`src/rtl/digit_tube_mmio_pkg.sv`:
```
// Register map, CTRL field layout and reset values shared by the digit tube scanner.
package digit_tube_mmio_pkg;

    typedef enum logic [1:0] {
        REG_DATA  = 2'd0,
        REG_CTRL  = 2'd1,
        REG_INDEX = 2'd2,
        REG_RSVD  = 2'd3
    } reg_off_e;

    localparam int CTRL_EN_BIT     = 0;
    localparam int CTRL_BRIGHT_LSB = 1;
    localparam int CTRL_BRIGHT_W   = 3;
    localparam int CTRL_DP_LSB     = 4;
    localparam int CTRL_BLANK_LSB  = 12;

    localparam logic [31:0] CTRL_RST = 32'h0000_000F;
    localparam logic [7:0]  SEG_OFF  = 8'hFF;

    // One nibble per implemented digit; the rest of DATA is not storage.
    function automatic logic [31:0] data_mask(input int digits);
        logic [31:0] m;
        m = '0;
        for (int i = 0; i < 8; i++) begin
            if (i < digits) m[4*i +: 4] = 4'hF;
        end
        return m;
    endfunction

    function automatic logic [31:0] ctrl_mask(input int digits);
        logic [31:0] m;
        m = 32'h0000_000F;
        for (int i = 0; i < 8; i++) begin
            if (i < digits) begin
                m[CTRL_DP_LSB + i]    = 1'b1;
                m[CTRL_BLANK_LSB + i] = 1'b1;
            end
        end
        return m;
    endfunction

endpackage

```
`src/rtl/digit_tube_mmio_hex_seg_decode.sv`:
```
// Hex nibble to active-low g..a segment pattern; purely combinational, no flow control.
module hex_seg_decode (
    input  logic [3:0] hex_i,
    output logic [6:0] seg_o
);

    always_comb begin
        seg_o = 7'h7F;
        case (hex_i)
            4'h0: seg_o = 7'h40;
            4'h1: seg_o = 7'h79;
            4'h2: seg_o = 7'h24;
            4'h3: seg_o = 7'h30;
            4'h4: seg_o = 7'h19;
            4'h5: seg_o = 7'h12;
            4'h6: seg_o = 7'h02;
            4'h7: seg_o = 7'h78;
            4'h8: seg_o = 7'h00;
            4'h9: seg_o = 7'h10;
            4'hA: seg_o = 7'h08;
            4'hB: seg_o = 7'h03;
            4'hC: seg_o = 7'h46;
            4'hD: seg_o = 7'h21;
            4'hE: seg_o = 7'h06;
            4'hF: seg_o = 7'h0E;
            default: seg_o = 7'h7F;
        endcase
    end

endmodule

```
`src/rtl/digit_tube_mmio.sv`:
```
// Memory-mapped multiplexed 7-segment scanner with PWM brightness; read data one cycle after strobe,
// sel/driver one cycle behind scan state; bus never stalls (no backpressure).
module digit_tube_mmio
    import digit_tube_mmio_pkg::*;
#(
    parameter int          DIGITS    = 4,
    parameter int          SCAN_DIV  = 1024,
    parameter logic [31:0] BASE_ADDR = 32'h0000_0F00
) (
    input  logic              clk,
    input  logic              rst_n,
    input  logic              mem_w_enable_i,
    input  logic [31:0]       mem_w_addr_i,
    input  logic [31:0]       mem_w_data_i,
    input  logic              mem_r_enable_i,
    input  logic [31:0]       mem_r_addr_i,
    output logic [31:0]       mem_r_data_o,
    output logic [DIGITS-1:0] sel,
    output logic [7:0]        driver
);

    localparam int STEP  = SCAN_DIV / 8;
    localparam int SUB_W = (STEP > 1) ? $clog2(STEP) : 1;
    localparam int IDX_W = (DIGITS > 1) ? $clog2(DIGITS) : 1;
    localparam logic [31:0] DATA_MASK = data_mask(DIGITS);
    localparam logic [31:0] CTRL_MASK = ctrl_mask(DIGITS);

    logic [31:0]       data_q, data_d;
    logic [31:0]       ctrl_q, ctrl_d;
    logic [31:0]       rdata_q, rdata_d;
    logic              run_q, run_d;
    logic [SUB_W-1:0]  sub_q, sub_d;
    logic [2:0]        phase_q, phase_d;
    logic [IDX_W-1:0]  idx_q, idx_d;
    logic [DIGITS-1:0] sel_q, sel_d;
    logic [7:0]        drv_q, drv_d;

    logic              ctrl_en;
    logic [2:0]        bright;
    logic [DIGITS-1:0] dp_mask;
    logic [DIGITS-1:0] blank_mask;
    logic              w_hit, r_hit;
    reg_off_e          w_off, r_off;
    logic [31:0]       rd_val;
    logic [3:0]        nib;
    logic [6:0]        seg;
    logic              scan_on, lit;
    logic              unused_bits;

    assign ctrl_en    = ctrl_q[CTRL_EN_BIT];
    assign bright     = ctrl_q[CTRL_BRIGHT_LSB +: CTRL_BRIGHT_W];
    assign dp_mask    = ctrl_q[CTRL_DP_LSB +: DIGITS];
    assign blank_mask = ctrl_q[CTRL_BLANK_LSB +: DIGITS];

    assign w_hit = mem_w_enable_i && (mem_w_addr_i[31:4] == BASE_ADDR[31:4]);
    assign r_hit = mem_r_enable_i && (mem_r_addr_i[31:4] == BASE_ADDR[31:4]);
    assign w_off = reg_off_e'(mem_w_addr_i[3:2]);
    assign r_off = reg_off_e'(mem_r_addr_i[3:2]);

    assign unused_bits = ^{mem_w_addr_i[1:0], mem_r_addr_i[1:0], ctrl_q, data_q};

    assign nib = data_q[{idx_q, 2'b00} +: 4];

    hex_seg_decode u_dec (
        .hex_i (nib),
        .seg_o (seg)
    );

    always_comb begin
        rd_val = '0;
        case (r_off)
            REG_DATA:  rd_val = data_q;
            REG_CTRL:  rd_val = ctrl_q;
            REG_INDEX: rd_val = 32'(idx_q);
            default:   rd_val = '0;
        endcase
    end

    // Register writes land at the edge; reads sample the pre-write value in the same cycle.
    always_comb begin
        data_d = data_q;
        ctrl_d = ctrl_q;
        if (w_hit) begin
            case (w_off)
                REG_DATA: data_d = mem_w_data_i & DATA_MASK;
                REG_CTRL: ctrl_d = mem_w_data_i & CTRL_MASK;
                default:  ;
            endcase
        end
        rdata_d = mem_r_enable_i ? (r_hit ? rd_val : '0) : rdata_q;
    end

    // run_q delays scanning by one edge after enable, so the first slot starts cleanly at index 0.
    always_comb begin
        run_d   = ctrl_en;
        sub_d   = sub_q;
        phase_d = phase_q;
        idx_d   = idx_q;
        if (!ctrl_en) begin
            sub_d   = '0;
            phase_d = '0;
            idx_d   = '0;
        end else if (run_q) begin
            if (sub_q == SUB_W'(STEP - 1)) begin
                sub_d   = '0;
                phase_d = phase_q + 3'd1;
                if (phase_q == 3'd7) begin
                    idx_d = (idx_q == IDX_W'(DIGITS - 1)) ? '0 : idx_q + IDX_W'(1);
                end
            end else begin
                sub_d = sub_q + SUB_W'(1);
            end
        end
    end

    always_comb begin
        scan_on = run_q && ctrl_en;
        lit     = scan_on && !blank_mask[idx_q] && (phase_q <= bright);
        sel_d   = scan_on ? (DIGITS'(1) << idx_q) : '0;
        drv_d   = lit ? {~dp_mask[idx_q], seg} : SEG_OFF;
    end

    always_ff @(posedge clk or negedge rst_n) begin
        if (!rst_n) begin
            data_q  <= '0;
            ctrl_q  <= CTRL_RST & CTRL_MASK;
            rdata_q <= '0;
            run_q   <= 1'b0;
            sub_q   <= '0;
            phase_q <= '0;
            idx_q   <= '0;
            sel_q   <= '0;
            drv_q   <= SEG_OFF;
        end else begin
            data_q  <= data_d;
            ctrl_q  <= ctrl_d;
            rdata_q <= rdata_d;
            run_q   <= run_d;
            sub_q   <= sub_d;
            phase_q <= phase_d;
            idx_q   <= idx_d;
            sel_q   <= sel_d;
            drv_q   <= drv_d;
        end
    end

    assign mem_r_data_o = rdata_q;
    assign sel          = sel_q;
    assign driver       = drv_q;

endmodule

```
`config.mk`:
```
export PLATFORM = sky130hd
export DESIGN_NAME = digit_tube_mmio
export DESIGN_NICKNAME = d
export VERILOG_FILES = /design/src/rtl/digit_tube_mmio_pkg.sv /design/src/rtl/digit_tube_mmio_hex_seg_decode.sv /design/src/rtl/digit_tube_mmio.sv
export SDC_FILE = /design/constraint.sdc
export NUM_CORES = 1
export LEC_CHECK = 0
export ABC_AREA = 1
export BUFFER_PORTS_ARGS = -buffer_cell sky130_fd_sc_hd__buf_2
export CAP_MARGIN = 20
export CORE_MARGIN = 5
export CORE_UTILIZATION = 50
export DETAILED_ROUTE_END_ITERATION = 6
export PLACE_DENSITY_LB_ADDON = 0.1
export SKIP_CTS_REPAIR_TIMING = 1
export SLEW_MARGIN = 40
export SYNTH_ARGS = -nofsm -noshare
export SYNTH_HDL_FRONTEND = slang
export SYNTH_SLANG_ARGS = --single-unit
```
`constraint.sdc`:
```
create_clock -name clk -period 4.15 [get_ports clk]
set_input_delay 0.6225 -clock clk [delete_from_list [all_inputs] [get_ports clk]]
set_output_delay 0.6225 -clock clk [all_outputs]
set_load 0.03 [all_outputs]
```
### Word level (Yosys, flattened, before mapping)

Memory sizes are Yosys's and may differ from the RTL's.
Cells that the tools add are included.
W data, S select, Z words.

| storage, ports and cells | value |
|---|---|
| memories kept | 1 |
| word-level logic and storage cells | 60 |
| input bits | 100 |
| output and inout bits | 44 |
| memory bits (read-only) | 112 |
| register bits | 85 |

| cells by class | value |
|---|---|
| reduce and logical (&&, ||, !) cells | 12 |
| $lt $le $gt $ge | 2 |
| eq/ne operators | 11 |
| mux-type cells | 19 |
| bitwise logic cells | 1 |
| shift-type cells | 2 |
| $add $sub $neg | 3 |

Memory list:

| memory | depth | width | read ports | clocked after Yosys merged registers in | wr ports | line | text |
|---|---|---|---|---|---|---|---|
| (no name shown) | 16 | 7 | 1 | 0 | 0 | digit_tube_mmio_hex_seg_decode.sv:9 | `case (hex_i)` |

Operator list:

| operator | number |
|---|---|
| $eq A28 B8 Y1 const B | 2 |
| $pmux W16 S3 | 1 |
| $mux W32 | 1 |
| $shiftx A32 B5 Y4 | 1 |
| $mux W7 | 3 |
| $mux W2 | 5 |
| $mux W3 | 3 |
| $mux W8 | 1 |
| $add A7 B1 Y7 const B | 1 |
| $eq A7 B7 Y1 const B | 1 |
| $ne A2 B1 Y1 const B | 3 |
| $reduce_and A2 Y1 | 3 |
| $logic_and A1 B1 Y1 | 5 |
| $bmux W1 S2 | 2 |
| $eq A2 B1 Y1 const B | 2 |
| $eq A2 B2 Y1 const B | 2 |
| $logic_not A2 Y1 | 2 |
| $mux W4 | 1 |
| $shl A1 B2 Y4 const A | 1 |
| $add A3 B1 Y3 const B | 1 |
| $eq A3 B3 Y1 const B | 1 |
| $le A3 B3 Y1 | 1 |
| $lt A2 B3 Y1 const B | 1 |
| $reduce_and A3 Y1 | 1 |
| 4 further kinds | 5 |

### Longest topological paths before layout

Gate-level depths: netlist of the first run.

| logic depth | value |
|---|---|
| word-level depth | 6 |
| mapped depth | 12 |
| mapped depth without buffers | 10 |

### Cells and area by module

Synthesis of the first run repeated with hierarchy kept, for this count alone.

| unflattened totals | value |
|---|---|
| cell total of the unflattened synthesis | 525 |
| area, all modules | 4000.1 µm² |

By module, submodules not included:

| module | cells an instance | area each (µm²) | instances | sequential area each (µm²) |
|---|---|---|---|---|
| digit_tube_mmio | 476 | 3722.3 | 1 | 1741.7 |
| hex_seg_decode | 49 | 277.8 | 1 | 0.0 |

### Worst setup path after synthesis of the first run

OpenSTA, ideal clock, no wires.

| timing path | value |
|---|---|
| path type | register -> register |
| start | reg idx_q[0] |
| end | reg drv_q[6], in the netlist driver[6] |
| required time | 4.066 ns |
| stages on the path, launching flop included | 12 |
| buffers on the path | 2 |
| data arrival time | 1.500 ns |
| library setup time | 0.084 ns |
| setup slack | 2.567 ns |
| clock period less this slack | 1.583 ns |
| cells stage by stage | dfrtp_1 > buf_6 > buf_4 > nand2_1 > nand3_1 > nand2_1 > inv_1 > ha_1 > nand3_1 > nand2_1 > nand2_1 > nand3_1 |

| between the ends | value |
|---|---|
| longest elaborated chain between the ends | 6 |
| elaborated cells on any way between the ends | 8 |
| classes of those cells | 1 x shift; 3 x mux; 3 x reduce/logical; 1 x memory |

RTL lines:

| what | line | text |
|---|---|---|
| from (decl) | digit_tube_mmio.sv:34 | `logic [IDX_W-1:0] idx_q, idx_d;` |
| from (signal assigned) | digit_tube_mmio.sv:141 | `idx_q <= idx_d;` |
| branches (longest 5 deep; another with $mem_v2 Z16 W7) | - |  |
| $mux W8 (*) | digit_tube_mmio.sv:120 | `drv_d = lit ? {~dp_mask[idx_q], seg} : SEG_OFF;` |
| named net drv_d[6] | digit_tube_mmio.sv:36 | `logic [7:0] drv_q, drv_d;` |
| to (signal assigned) | digit_tube_mmio.sv:143 | `drv_q <= drv_d;` |
| to (decl) | digit_tube_mmio.sv:36 |  |

Mark *: on every way through the listed nets, which the timed path passes. The select of a mux whose other input is x is not followed.
A chain may end at the register's enable or synchronous reset.

### Worst setup path after layout of the first run

| timing path | value |
|---|---|
| start | reg idx_q[0] |
| end | reg drv_q[0], in the netlist driver[0] |

Same word-level chain as after synthesis.

==> out/results.tsv, run 1 <==
stage	metric	value	unit
global_routing	largest net degree at the start of global routing	46	
floorplan	Initial Util	0.519	
yosys	count of cell types in the netlist	32	
yosys	cells after synthesis	533	
finish	final std cell area, no fill	4710	um^2
power	PD cells	282	nW/um^2
place	post-place setup slack	2000	ps
worst_setup_path	Crit. End Element	flop	
run_status	failing checks	DRC	
sta	Fmax achieved	459	MHz
finish	filler instances	768	
floorplan	die width	100	um
detailed_routing	Total Wirelength	9310	um
yosys	#FFs+latches synth	69	
worst_setup_path	CP Cell Sequence	inv_2, nand2_1, nand3_1, nand2_1, inv_1, ha_1, inv_1, nand2_1, nand3_1, nand3_1	
floorplan	Chip Height	100	um
clocking	clk slew on worst S/H paths	70	ps
clocking	CTS sink count	69	
yosys	post-synthesis sequential area ratio	0.430	
run_status	status	complete, but fails checks	
power	LEAKAGE	0.00254	uW
worst_setup_path	WP data arrival	2450	ps
worst_setup_path	Worst setup SP type	flop	
yosys	mean area per synthesized cell	7.60	um^2
detailed_routing	via count	3601	
clocking	CTS H-tree lvls	3	
sta	fin crit period	2180	ps
clocking	total CTS buffers	9	
sta	Final Hold Viols	0	
detailed_routing	vias per inst	4.85	
sta	Final period util	0.525	
clocking	CTS tree	built	
detailed_routing	router iterations before antenna repair	7	
finish	share of cells above drive strength 1	0.239	
detailed_routing	Initial DRC Count	115	
floorplan	Rows	32	
worst_setup_path	worst flop-to-flop path startpoint	idx_q[0]$_DFFE_PN0P_	
floorplan	Die Area	10000	um^2
sta	RSZ-0062 raised after global routing	false	
worst_setup_path	peak per-stage delay on the critical path	750	ps
place	post-DP HPWL	7160	um
global_routing	total global-route track usage	0.199	
sta	Slew Limit Headroom	0.462	
yosys	YS warnings	0	
floorplan	CORE AREA	7810	um^2
worst_setup_path	R2R Path End	driver[0]$_DFF_PN1_	
global_routing	grt ovf	0	
job	Max-cap violations	0	
sta	Worst Skew	8.54	ps
worst_setup_path	CP max FO	21	
global_routing	initial antenna violation count	0	
worst_setup_path	CP required	4420	ps
power	Total Power	1330	uW
power	Max rail drop VDD	0.000139	V
detailed_routing	antenna-violating nets left	0	
finish	Inserted Diodes	0	
clocking	CTS root buf	clkbuf_8	
detailed_routing	DRC viols	6	
worst_setup_path	flop2flop setup slack	1970	ps
yosys	mapped cell area	4050	um^2
place	IO buf count	107	
finish	Nets	752	
place	Placement Cell Area	4520	um^2
sta	worst hold slack	259	ps
sta	fin worst setup slack	1970	ps
floorplan	io pins	144	
sta	Worst Max-Slew Pin Slew	805	ps
sta	Max Slew Vio Count	0	
sta	setup tns final	0	ps
worst_setup_path	slowest stage cell, crit path	dfrtp_1	
global_routing	first-pass GRT wire length	16100	um
sta	Final setup viols	0	
detailed_routing	Avg WL per Cell	12.5	um
worst_setup_path	Setup CP Type	reg -> reg	
place	gpl congestion	0.897	
clocking	clk_lat worst skew	350	ps
clocking	Clock Tree Buf Depth	2	
global_routing	vias in the first global route	3483	
hold_path	min-delay worst type	in -> async	
finish	Area Overhead vs Synth	16.4	%
worst_setup_path	reg2reg path depth	10	
## stage by stage
stage | instances | utilization
finish | 743 | 0.604
global route | 743 | 0.604
CTS | 743 | 0.604
detailed placement | 727 | 0.579
global placement | 727 | 0.578
floorplan | 548 | -
## cell type report
class / instances / area, um^2 / share of cell area
well taps: 102 / 128 / 0.0271
multi-input cells: 383 / 1860 / 0.394
clock buffers: 15 / 166 / 0.0353
clock inverters: 1 / 30.0 / 0.00637
flip-flops and latches: 69 / 1740 / 0.369
repair buffers: 108 / 546 / 0.116
inverters: 65 / 244 / 0.0518
## layout by cell type (no fill, tap or decap), types with 2 or more instances in the layout
cell type / count
nand3_4: 2
o21ai_0: 24
nand3_2: 2
buf_4: 2
nor2_2: 6
nand2_2: 3
conb_1: 16
dfrtp_1: 57
ha_1: 16
buf_2: 106
o21ai_1: 4
nand2_1: 159
inv_1: 60
dfstp_2: 12
clkbuf_1: 4
clkbuf_8: 11
nand4_1: 9
inv_2: 5
o211ai_1: 2
a21oi_1: 6
nand3_1: 79
nor2_1: 46
## cell families after synthesis
group / count (synthesis) / synth area share
other: 1 / 0.000926
adders and majority gates: 16 / 0.0494
DFF: 69 / 0.430
and+or+nand+nor: 312 / 0.342
buffers and inverters: 96 / 0.125
xor gates and xnor gates: 1 / 0.00216
AOI/OAI and AO/OA: 38 / 0.0497
## worst max-delay path: cells and delay by family, from the launching register on
kind | cells | cell delay (ps)
AND/OR/NAND/NOR | 6 | 640
flip-flops | 1 | 750
adder cells (fa/ha/maj) | 1 | 250
buffers and inverters | 3 | 470
## sequential cells by signal, summed over array words and instances, names as in the netlist
signal and flops:
ctrl_q 12, data_q 16, driver 8, idx_q 2, mem_r_data_o 16, phase_q 3, run_q 1, sel 4
sub_q 7
## layer usage
metal / vias up / wire length (um) / global-route usage
li1: 1866 / - / -
met1: 1618 / 4360 / 0.276
met5: - / 0 / 0
met4: 0 / 159 / 0.0715
met2: 104 / 4190 / 0.316
met3: 13 / 604 / 0.0320
## cell usage after synthesis
cell type | number | area [um^2]
nor2_2 | 5 | 31.3
nor2_1 | 47 | 176
inv_2 | 5 | 18.8
buf_6 | 8 | 90.1
nand2_2 | 3 | 18.8
nand3b_1 | 1 | 7.51
xor2_1 | 1 | 8.76
a21oi_1 | 6 | 30.0
nand3_2 | 2 | 20.0
nor2_4 | 1 | 11.3
inv_1 | 60 | 225
dfstp_2 | 12 | 315
o21ai_0 | 24 | 120
buf_4 | 20 | 150
a22o_1 | 1 | 8.76
nand3_4 | 2 | 35.0
or2_2 | 1 | 6.26
dfrtp_1 | 57 | 1430
clkbuf_1 | 1 | 3.75
and3_1 | 1 | 6.26
nand4_1 | 9 | 56.3
nor3_1 | 1 | 5.00
o21bai_1 | 1 | 7.51
o211ai_1 | 2 | 15.0
nor2_8 | 1 | 20.0
nand3_1 | 79 | 395
buf_2 | 1 | 5.00
buf_8 | 1 | 15.0
nand2_1 | 159 | 597
o21ai_1 | 4 | 20.0
ha_1 | 16 | 200
conb_1 | 1 | 3.75
## how the worst max path moves through the flow
stage	start	slack [ps]	endpoint	depth (start not counted)
3_3_place_gp	mem_w_addr_i[2]	2010	ctrl_q[5]$_DFFE_PN0P_	6
6_report	idx_q[0]$_DFFE_PN0P_	1970	driver[0]$_DFF_PN1_	10
4_1_cts	idx_q[0]$_DFFE_PN0P_	1990	driver[0]$_DFF_PN1_	10
3_5_place_dp	idx_q[0]$_DFFE_PN0P_	2000	driver[0]$_DFF_PN1_	10
2_1_floorplan	idx_q[0]$_DFFE_PN0P_	2570	driver[6]$_DFF_PN1_	11
5_1_grt	idx_q[0]$_DFFE_PN0P_	1750	driver[5]$_DFF_PN1_	10
## report_power, final
| part | switching (uW) | internal [uW] | total, uW |
|---|---|---|---|
| Combinational | 62.8 | 32.8 | 95.6 |
| Sequential | 0.0000102 | 673 | 673 |
| Clock | 247 | 312 | 559 |
| Total | 310 | 1020 | 1330 |
Note: power is estimated with default switching activity, not from simulation.
==> run 2, diff against run 1 <==
==> constraint.sdc (replaced) <==
create_clock -name clk -period 2.1 [get_ports clk]
set_input_delay 0.315 -clock clk [delete_from_list [all_inputs] [get_ports clk]]
set_output_delay 0.315 -clock clk [all_outputs]
set_load 0.03 [all_outputs]
==> run 2 against run 1 <==
  * The run ends with hold timing left
  * Flip-flop and latch count stayed put
  * Clock skew is 1.9 ps lower
  * Final cell count is 0.81% higher
  * Via count is 1.9% higher
  * Global-route usage hardly changed
  * Setup slack worse by 1700 ps
  * Power is 91% higher
  * Non-clock buffer count is 6 higher
  * Critical path depth is 1 lower
  * Routed wire length is 0.75% lower
  * Fmax is 22% higher
  * Cell area is 0.80% higher
  * Critical path type unchanged
  * Highest routed layer unchanged
==> out/results.tsv, run 2 (same netlist as run 1, synthesis figures left out) <==
stage	metric	value	unit
finish	share of cells above drive strength 1	0.246	
sta	setup tns final	0	ps
detailed_routing	antenna-violating nets left	0	
sta	Slew Limit Headroom	0.634	
worst_setup_path	Worst setup SP type	flop	
global_routing	first-pass GRT wire length	16100	um
clocking	clk slew on worst S/H paths	70	ps
hold_path	min-delay worst type	in -> async	
floorplan	CORE AREA	7810	um^2
run_status	status	complete, but fails checks	
clocking	CTS H-tree lvls	3	
clocking	CTS tree	built	
finish	Final Instance Count excl. Fillers	749	
finish	most frequent cells in the layout	nand2_1 (159), buf_2 (107), nand3_1 (79)	
worst_setup_path	flop2flop setup slack	310	ps
clocking	total CTS buffers	9	
global_routing	vias in the first global route	3514	
detailed_routing	router iterations before antenna repair	4	
detailed_routing	Avg WL per Cell	12.3	um
global_routing	total global-route track usage	0.199	
floorplan	Die Area	10000	um^2
power	Max rail drop VDD	0.000326	V
worst_setup_path	reg2reg path depth	9	
finish	Nets	758	
clocking	Clock Tree Buf Depth	2	
floorplan	Initial Util	0.519	
worst_setup_path	R2R Path End	driver[3]$_DFF_PN1_	
run_status	failing checks	hold timing	
clocking	clk_lat worst skew	340	ps
clocking	CTS sink count	69	
finish	Inserted Diodes	0	
global_routing	initial antenna violation count	0	
detailed_routing	vias per inst	4.90	
detailed_routing	Initial DRC Count	125	
worst_setup_path	CP max FO	11	
sta	fin worst setup slack	309	ps
worst_setup_path	Setup CP Type	reg -> reg	
sta	Fmax achieved	558	MHz
floorplan	io pins	144	
detailed_routing	Total Wirelength	9240	um
finish	most common cell after layout, fill and taps aside	nand2_1	
worst_setup_path	CP required	2390	ps
place	IO buf count	107	
floorplan	Rows	32	
worst_setup_path	WP data arrival	2080	ps
place	gpl congestion	0.925	
place	post-DP HPWL	7090	um
detailed_routing	DRC viols	0	
place	post-place setup slack	353	ps
sta	RSZ-0062 raised after global routing	false	
sta	Worst Skew	6.60	ps
clocking	CTS root buf	clkbuf_8	
finish	Area Overhead vs Synth	17.3	%
floorplan	Chip Height	100	um
power	PD cells	533	nW/um^2
detailed_routing	via count	3670	
power	LEAKAGE	0.00257	uW
sta	Max Slew Vio Count	0	
floorplan	die width	100	um
place	DP Cell Count	733	
sta	Final setup viols	0	
job	Max-cap violations	0	
sta	Final Hold Viols	31	
global_routing	grt ovf	0	
worst_setup_path	worst flop-to-flop path startpoint	idx_q[1]$_DFFE_PN0P_	
sta	Final period util	0.853	
worst_setup_path	Crit. End Element	flop	
global_routing	largest net degree at the start of global routing	70	
sta	fin crit period	1790	ps
sta	worst hold slack	-22.3	ps
sta	Worst Max-Slew Pin Slew	549	ps
run 2: cell count changes in the layout (fill, tap and decap cells not counted):
cell | before | now
buf_12 | 0 | 1
buf_2 | 106 | 107
buf_4 | 2 | 6
bufinv_16 | 1 | 0
clkbuf_1 | 4 | 3
clkbuf_8 | 11 | 12
clkinv_2 | 0 | 1
nor2_1 | 46 | 47
nor2_2 | 6 | 5
run 2: per-layer routing:
layer	vias to the layer above	global-route usage	routed length (um)	share of wire
met2	123	0.313	4230	0.46
met1	1654	0.269	4150	0.45
met4	0	0.0611	129	0.014
met3	13	0.0521	731	0.079
met5	-	0	0	0
li1	1880	-	-	-
run 2: metrics by stage:
step	cell area [um^2]	total power [uW]	utilization	hold WS (ps)
after detailed placement	4570	1550	0.585	363
after floorplan	4110	1460	-	19.4
after CTS	4750	2550	0.609	-2.71
final	4750	2530	0.609	-22.3
after global placement	4570	1540	0.585	361
after global routing	4750	2640	0.609	10.5
run 2: worst max path at each step:
stage          slack, ps                   to  cells after the start                  from
2_1_floorplan        520  driver[6]$_DFF_PN1_                     11  idx_q[0]$_DFFE_PN0P_
3_3_place_gp         370  driver[6]$_DFF_PN1_                      9  idx_q[1]$_DFFE_PN0P_
3_5_place_dp         350  driver[3]$_DFF_PN1_                      9  idx_q[1]$_DFFE_PN0P_
4_1_cts              330  driver[3]$_DFF_PN1_                      9  idx_q[1]$_DFFE_PN0P_
5_1_grt              170  driver[3]$_DFF_PN1_                      9  idx_q[1]$_DFFE_PN0P_
6_report             310  driver[3]$_DFF_PN1_                      9  idx_q[1]$_DFFE_PN0P_
run 2: layout make-up:
type	count	area, um^2
Fill cell	744	3060
Multi-Input combinational cell	383	1860
Sequential cell	69	1740
Timing Repair Buffer	114	601
Inverter	65	244
Clock buffer	15	176
Tap cell	102	128
Clock inverter	1	5.00
run 2: critical path: stages (launching register included):
cell and delay, ps:
dfrtp_1 580, inv_2 150, nand3_1 110, nand2_1 180, inv_1 160, ha_1 240, inv_1 80, nand2_1 80
nand3_1 70, nand3_1 90
run 2: power breakdown:
| part | internal [uW] | switching [uW] |
|---|---|---|
| clock network | 526 | 481 |
| logic | 70.5 | 124 |
| registers | 1330 | 0.0000205 |
| total | 1930 | 605 |
